**src/rtl/io_pkg.sv**
```systemverilog
// Shared IO memory map and FSM state type for the bit-addressed IO memory
// and its word-level initiator.
package io_pkg;

  localparam int IO_OUT_LAST = 35;
  localparam int IO_IN_FIRST = 36;
  localparam int IO_SW_FIRST = 71;
  localparam int IO_LAST     = 75;
  localparam int IO_WORD_W   = 24;
  localparam int IO_MAX_LEN  = 24;

  typedef enum logic [2:0] {
    IDLE,
    WRITE,
    READ,
    VERIFY,
    RESP
  } io_state_t;

endpackage

```
**src/rtl/io_word_master_if.sv**
```systemverilog
// Request/response handshake plus per-bit IO memory port between the
// core-side initiator (master) and its environment (slave).
interface io_word_master_if
  import io_pkg::*;
#(
  parameter int ADDR_W = 8,
  parameter int WORD_W = IO_WORD_W
);

  logic              req_valid;
  logic              req_ready;
  logic              req_write;
  logic [ADDR_W-1:0] req_base;
  logic [4:0]        req_len;
  logic [WORD_W-1:0] req_wdata;

  logic              rsp_valid;
  logic              rsp_ready;
  logic [WORD_W-1:0] rsp_rdata;
  logic              rsp_err;

  logic [ADDR_W-1:0] io_address;
  logic              io_en;
  logic [WORD_W-1:0] io_dataIn;
  logic [WORD_W-1:0] io_dataOut;

  modport master (
    input  req_valid, req_write, req_base,
    input  req_len, req_wdata, rsp_ready,
    input  io_dataOut,
    output req_ready, rsp_valid, rsp_rdata,
    output rsp_err, io_address, io_en,
    output io_dataIn
  );

  modport slave (
    output req_valid, req_write, req_base,
    output req_len, req_wdata, rsp_ready,
    output io_dataOut,
    input  req_ready, rsp_valid, rsp_rdata,
    input  rsp_err, io_address, io_en,
    input  io_dataIn
  );

endinterface

```
**src/rtl/io_word_master.sv**
```systemverilog
// Word-to-bit initiator: scatters writes / gathers reads one IO bit per cycle.
// Define IO_WRITE_VERIFY_EN to re-read and compare every written bit.
module io_word_master
  import io_pkg::*;
#(
  parameter int ADDR_W   = 8,
  parameter int WORD_W   = IO_WORD_W,
  parameter int OUT_LAST = IO_OUT_LAST
) (
  input  logic           clk,
  input  logic           rst,
  io_word_master_if.master bus
);

  localparam int XW = ADDR_W + 1;

  io_state_t state_q, state_d;

  logic [ADDR_W-1:0] base_q, base_d;
  logic [4:0]        len_q, len_d;
  logic [4:0]        idx_q, idx_d;
  logic [WORD_W-1:0] wdata_q, wdata_d;
  logic [WORD_W-1:0] rdata_q, rdata_d;
  logic              err_q, err_d;

  logic [XW-1:0] req_last;
  logic [XW-1:0] cur_addr;
  logic          accept;
  logic          illegal;
  logic          last_bit;
  logic          rd_bit;
  logic          unused_dout;

  // One bit wider than the address so base+len-1 cannot wrap
  assign req_last = XW'(bus.req_base) + XW'(bus.req_len) - XW'(1);
  assign cur_addr = XW'(base_q) + XW'(idx_q);

  assign accept   = (state_q == IDLE) && bus.req_valid;
  assign illegal  = (bus.req_len == 5'd0)
                 || (bus.req_len > 5'(IO_MAX_LEN))
                 || (bus.req_write
                     && (req_last > XW'(OUT_LAST)));
  assign last_bit = (idx_q == len_q - 5'd1);

  // Unmapped addresses read as 0; only bit 0 of the memory is meaningful
  assign rd_bit = (cur_addr > XW'(IO_LAST))
                ? 1'b0 : bus.io_dataOut[0];
  assign unused_dout = ^bus.io_dataOut[WORD_W-1:1];

  always_ff @(posedge clk or negedge rst) begin
    if (!rst) begin
      state_q <= IDLE;
    end else begin
      state_q <= state_d;
    end
  end

  always_comb begin
    state_d = state_q;
    unique case (state_q)
      IDLE: begin
        if (accept) begin
          if (illegal)            state_d = RESP;
          else if (bus.req_write) state_d = WRITE;
          else                    state_d = READ;
        end
      end
      WRITE: begin
        if (last_bit) begin
`ifdef IO_WRITE_VERIFY_EN
          state_d = VERIFY;
`else
          state_d = RESP;
`endif
        end
      end
      READ: begin
        if (last_bit) state_d = RESP;
      end
`ifdef IO_WRITE_VERIFY_EN
      VERIFY: begin
        if (last_bit) state_d = RESP;
      end
`endif
      RESP: begin
        if (bus.rsp_ready) state_d = IDLE;
      end
      default: state_d = IDLE;
    endcase
  end

  always_comb begin
    base_d  = base_q;
    len_d   = len_q;
    idx_d   = idx_q;
    wdata_d = wdata_q;
    rdata_d = rdata_q;
    err_d   = err_q;
    unique case (state_q)
      IDLE: begin
        if (accept) begin
          base_d  = bus.req_base;
          len_d   = bus.req_len;
          wdata_d = bus.req_wdata;
          idx_d   = 5'd0;
          rdata_d = '0;
          err_d   = illegal;
        end
      end
      WRITE: begin
        idx_d = last_bit ? 5'd0 : idx_q + 5'd1;
      end
      READ: begin
        rdata_d[idx_q] = rd_bit;
        idx_d          = idx_q + 5'd1;
      end
`ifdef IO_WRITE_VERIFY_EN
      VERIFY: begin
        rdata_d[idx_q] = rd_bit;
        idx_d          = idx_q + 5'd1;
        if (rd_bit != wdata_q[idx_q]) err_d = 1'b1;
      end
`endif
      default: ;
    endcase
  end

  always_ff @(posedge clk or negedge rst) begin
    if (!rst) begin
      base_q  <= '0;
      len_q   <= '0;
      idx_q   <= '0;
      wdata_q <= '0;
      rdata_q <= '0;
      err_q   <= 1'b0;
    end else begin
      base_q  <= base_d;
      len_q   <= len_d;
      idx_q   <= idx_d;
      wdata_q <= wdata_d;
      rdata_q <= rdata_d;
      err_q   <= err_d;
    end
  end

  always_comb begin
    bus.req_ready  = 1'b0;
    bus.rsp_valid  = 1'b0;
    bus.rsp_rdata  = '0;
    bus.rsp_err    = 1'b0;
    bus.io_address = '0;
    bus.io_en      = 1'b0;
    bus.io_dataIn  = '0;
    unique case (state_q)
      IDLE: begin
        bus.req_ready = 1'b1;
      end
      WRITE: begin
        bus.io_address = cur_addr[ADDR_W-1:0];
        bus.io_en      = 1'b1;
        bus.io_dataIn  = WORD_W'(wdata_q[idx_q]);
      end
      READ, VERIFY: begin
        bus.io_address = cur_addr[ADDR_W-1:0];
      end
      RESP: begin
        bus.rsp_valid = 1'b1;
        bus.rsp_rdata = rdata_q;
        bus.rsp_err   = err_q;
      end
      default: ;
    endcase
  end

endmodule

```
**src/flat_wrapper.sv**
```systemverilog
// flat-port wrapper written by rule: the top's interface ports become plain ports
module io_word_master_flat import io_pkg::*;
#(
  parameter int ADDR_W   = 8,
  parameter int WORD_W   = IO_WORD_W,
  parameter int OUT_LAST = IO_OUT_LAST
)
  (clk, rst, bus_req_valid, bus_req_write, bus_req_base, bus_req_len, bus_req_wdata, bus_rsp_ready, bus_io_dataOut, bus_req_ready, bus_rsp_valid, bus_rsp_rdata, bus_rsp_err, bus_io_address, bus_io_en, bus_io_dataIn);
  io_word_master_if #(.ADDR_W(ADDR_W), .WORD_W(WORD_W)) bus_i ();
  input  logic clk;
  input  logic rst;
  input wire logic [$bits(bus_i.req_valid)-1:0] bus_req_valid;
  input wire logic [$bits(bus_i.req_write)-1:0] bus_req_write;
  input wire logic [$bits(bus_i.req_base)-1:0] bus_req_base;
  input wire logic [$bits(bus_i.req_len)-1:0] bus_req_len;
  input wire logic [$bits(bus_i.req_wdata)-1:0] bus_req_wdata;
  input wire logic [$bits(bus_i.rsp_ready)-1:0] bus_rsp_ready;
  input wire logic [$bits(bus_i.io_dataOut)-1:0] bus_io_dataOut;
  output wire logic [$bits(bus_i.req_ready)-1:0] bus_req_ready;
  output wire logic [$bits(bus_i.rsp_valid)-1:0] bus_rsp_valid;
  output wire logic [$bits(bus_i.rsp_rdata)-1:0] bus_rsp_rdata;
  output wire logic [$bits(bus_i.rsp_err)-1:0] bus_rsp_err;
  output wire logic [$bits(bus_i.io_address)-1:0] bus_io_address;
  output wire logic [$bits(bus_i.io_en)-1:0] bus_io_en;
  output wire logic [$bits(bus_i.io_dataIn)-1:0] bus_io_dataIn;
  assign bus_i.req_valid = bus_req_valid;
  assign bus_i.req_write = bus_req_write;
  assign bus_i.req_base = bus_req_base;
  assign bus_i.req_len = bus_req_len;
  assign bus_i.req_wdata = bus_req_wdata;
  assign bus_i.rsp_ready = bus_rsp_ready;
  assign bus_i.io_dataOut = bus_io_dataOut;
  assign bus_req_ready = bus_i.req_ready;
  assign bus_rsp_valid = bus_i.rsp_valid;
  assign bus_rsp_rdata = bus_i.rsp_rdata;
  assign bus_rsp_err = bus_i.rsp_err;
  assign bus_io_address = bus_i.io_address;
  assign bus_io_en = bus_i.io_en;
  assign bus_io_dataIn = bus_i.io_dataIn;
  io_word_master #(.ADDR_W(ADDR_W), .WORD_W(WORD_W), .OUT_LAST(OUT_LAST)) u_core (.clk(clk), .rst(rst), .bus(bus_i));
endmodule
```
**config.mk**
```make
export PLATFORM = sky130hd
export DESIGN_NAME = io_word_master_flat
export DESIGN_NICKNAME = d
export VERILOG_FILES = /design/src/rtl/io_pkg.sv /design/src/rtl/io_word_master_if.sv /design/src/rtl/io_word_master.sv /design/src/flat_wrapper.sv
export SDC_FILE = /design/constraint.sdc
export NUM_CORES = 1
export LEC_CHECK = 0
export BUFFER_PORTS_ARGS = -buffer_cell sky130_fd_sc_hd__buf_4
export CAP_MARGIN = 20
export CORE_MARGIN = 5
export CORE_UTILIZATION = 30
export CTS_BUF_LIST = sky130_fd_sc_hd__clkbuf_16
export DETAILED_ROUTE_END_ITERATION = 10
export SYNTH_ARGS = -nofsm -noshare
export SYNTH_HDL_FRONTEND = slang
export SYNTH_SLANG_ARGS = --single-unit
export TNS_END_PERCENT = 50
```
**constraint.sdc**
```tcl
create_clock -name clk -period 3.3 [get_ports clk]
set_input_delay 0.165 -clock clk [delete_from_list [all_inputs] [get_ports clk]]
set_output_delay 0.165 -clock clk [all_outputs]
set_load 0.005 [all_outputs]
```
==> impl_metrics.csv <==
group,metric,value,unit
status,status,"finished clean",
synth,synth_edf_count,0,
timing,slew_viol_final,0,
critical_path,critPathKind,"register to register",
route,drt-pass1-iter-count,4,
route,drc_errors,0,
floorplanning,fp.dieH,134,microns
timing,finClkSkew,0.00446,ns
timing,rsz0062_at_grt,"false",
synth,synth_ff_type,"dfrtp_1",
floorplanning,core_area,15100,sq um
critical_path,crit_fanout,13,
cells_and_area,final_common_cell,"buf_4",
route,vias,3630,
timing,setup_violations,0,
critical_path,endpoint_kind,"register",
route,wire_per_inst,14.7,microns
timing,timing.hold.ws,0.0526,ns
route,routed_wl,10900,microns
synth,synth.ff_latch_count,70,
timing,fmax,334,MHz
synth,netlist_instances,484,
power,powerDensity,717,nW/um^2
synth,synth-seq-area-share,38.1,%
placed_design,gp_routability_congestion,0.837,
clock_network,htree_levels,3,
grt,grt_pass1_wl,18100,microns
clock_network,cts_sinks,70,
clock_network,cts_tree,"built",
floorplanning,dieArea,17900,sq um
synth,netlist_area,4600,sq um
critical_path,rrSetupSlack,0.30,ns
clock_network,post_cts_resized,0,
critical_path,arrival,3.22,ns
timing,fin_tns_setup,0,ns
hold_path,min_to,"u_core.wdata_q[6]",
cells_and_area,diodes,0,
clock_network,path_clk_slew,0.06,ns
cells_and_area,syn_to_final_growth,21.9,%
floorplanning,dieWidth,134,microns
route,vias_per_cell,4.87,
critical_path,r2r_end,"u_core.rdata_q[7]",
power,vdd_ir_drop_max,0.000272,V
synth,synthDistinctLibCells,59,
synth,ys_async_sr_fraction,100,%
clock_network,cts_made_buffers,9,
grt,grtUsageTotal,12.5,%
placed_design,port-buffer-count,79,
route,detail_route.iter0.violations,146,
clock_network,clock-root-buffer,"clkbuf_16",
grt,antenna_found_initial,0,
critical_path,r2r_start,"u_core.idx_q[3]",
clock_network,clk_latency,0.34,ns
synth,synth_top_area_share,38.1,%
cells_and_area,drive_gt1_share,29.4,%
job,cap_viol_max_count,0,
grt,grt_pass1_vias,3628,
hold_path,min_path_type,"input pin to register",
timing,min_period,3.00,ns
hold_path,min_from,"bus_req_wdata[6]",
floorplanning,rows,45,
power,leakage,2.70,nW
synth,synth_warnings,0,
synth,synth_area_per_cell,9.51,sq um
grt,grt_max_degree,71,
critical_path,critPathRequiredTime,3.52,ns
cells_and_area,fin_nets,643,
hold_path,hold_depth,2,
timing,tightest_slew,0.892,ns
timing,slew_headroom,40.6,%
critical_path,reg2reg_depth,8,
clock_network,cts_max_path_buffers,2,
synth,synth.area.top_cells,"dfrtp_1 (38%), mux2_2 (6.1%), ha_1 (6.0%), and3_1 (4.1%), buf_4 (3.9%)",
timing,fin_crit_sh,90.8,%
synth,synth.largest_area_cell,"dfrtp_1",
power,total_power,0.00402,W
floorplanning,ios,126,
grt,grt-ovfl-total,0,
cells_and_area,mostFrequentLayoutCells,"buf_4 (87), dfrtp_1 (70), nand2_1 (47)",
critical_path,startpoint_type,"register",
floorplanning,initial_core_util,30.4,%
cells_and_area,post-route-util,37.0,%
placed_design,dp_hpwl,8390,microns
timing,finalHoldViolCount,0,
route,ant_nets,0,
==> metrics by stage <==
stage          cell area (sq um)  cells  setup WS (ns)
2_1_floorplan               4680    506          0.966
3_3_place_gp                5280    729          0.404
3_5_place_dp                5280    729          0.288
4_1_cts                     5610    746          0.270
5_1_grt                     5610    746         0.0684
6_report                    5610    746          0.304
==> sequential cells by signal, summed over array words and instances (netlist names) <==
signal          count
u_core.rdata_q     24
u_core.wdata_q     24
u_core.base_q       8
u_core.idx_q        5
u_core.len_q        5
u_core.err_q        1
u_core.state_q      3
==> layer usage <==
metal | up-vias | routed length [microns] | global-route usage [%]
met5 | - | 0 | 0
met2 | 86 | 5270 | 20.6
li1 | 1787 | - | -
met1 | 1747 | 4890 | 15.8
met4 | 0 | 137 | 3.43
met3 | 10 | 640 | 4.13
==> how the worst max path moves through the flow <==
stage / slack [ns] / startpoint / to / depth (start not counted)
floorplan: 0.97 / u_core.idx_q[0] / u_core.rdata_q[11] / 9
global placement: 0.40 / u_core.idx_q[3] / u_core.rdata_q[7] / 8
detailed placement: 0.29 / u_core.idx_q[3] / u_core.rdata_q[7] / 8
CTS: 0.27 / u_core.idx_q[3] / u_core.rdata_q[7] / 8
global route: 0.07 / u_core.idx_q[3] / u_core.rdata_q[7] / 7
finish: 0.30 / u_core.idx_q[3] / u_core.rdata_q[7] / 8
==> synthesized netlist by cell type, drive strengths merged (2+ instances only) <==
cell type,instances
dfrtp,70
o21ai,49
nand2,48
buf,35
inv,34
nand3,32
and3,30
mux2,25
ha,22
nor2,19
clkbuf,18
nor3,11
a21oi,9
nor3b,9
xnor2,7
mux4,6
xor2,6
a211oi,5
o21a,4
a211o,3
and3b,3
mux2i,3
or2,3
a21boi,2
a221oi,2
and2,2
fa,2
nand2b,2
o211ai,2
o21bai,2
o31ai,2
==> cell families (layout without fill, tap and decap cells) <==
| logic type | count (synthesis) | in the layout | share of synthesized area [%] |
|---|---|---|---|
| simple gates | 161 | 161 | 17.6 |
| flops | 70 | 70 | 38.1 |
| xor+xnor | 14 | 14 | 2.96 |
| fa+ha+maj | 24 | 24 | 6.85 |
| compound gates | 93 | 93 | 15.1 |
| buf+inv | 87 | 139 | 9.65 |
| mux | 34 | 34 | 9.71 |
| other cells | 1 | 23 | 0.0815 |
==> power breakdown <==
group | internal [W] | leakage, nW | switching, W
clock network | 0.000663 | 0.154 | 0.000375
logic | 0.000772 | 1.65 | 0.000896
registers | 0.00113 | 0.896 | 0.000186
==> critical path, cell delays in order, from the launching register on <==
cell	delay [ns]
dfrtp_1	0.52
ha_1	0.51
nand3_1	0.16
a21boi_2	0.25
o21ai_1	0.10
xor2_1	0.18
o311ai_4	0.80
buf_12	0.24
o21ai_0	0.09
==> timing repair <==
action | 4_1_cts | 5_1_grt
setup buffers | 0 | 0
endpoints found under the hold margin | 70 | 0
hold buffers | 1 | 0
==> final cells by class <==
cell class | instances | area (sq um)
tap | 188 | 235
sequential | 70 | 1750
inverter | 34 | 128
fill | 1533 | 9540
clock inverter | 7 | 97.6
clock buffer | 9 | 225
timing repair buffer | 89 | 683
multi-input combinational | 349 | 2490
Note: power is estimated with default switching activity, not from simulation.
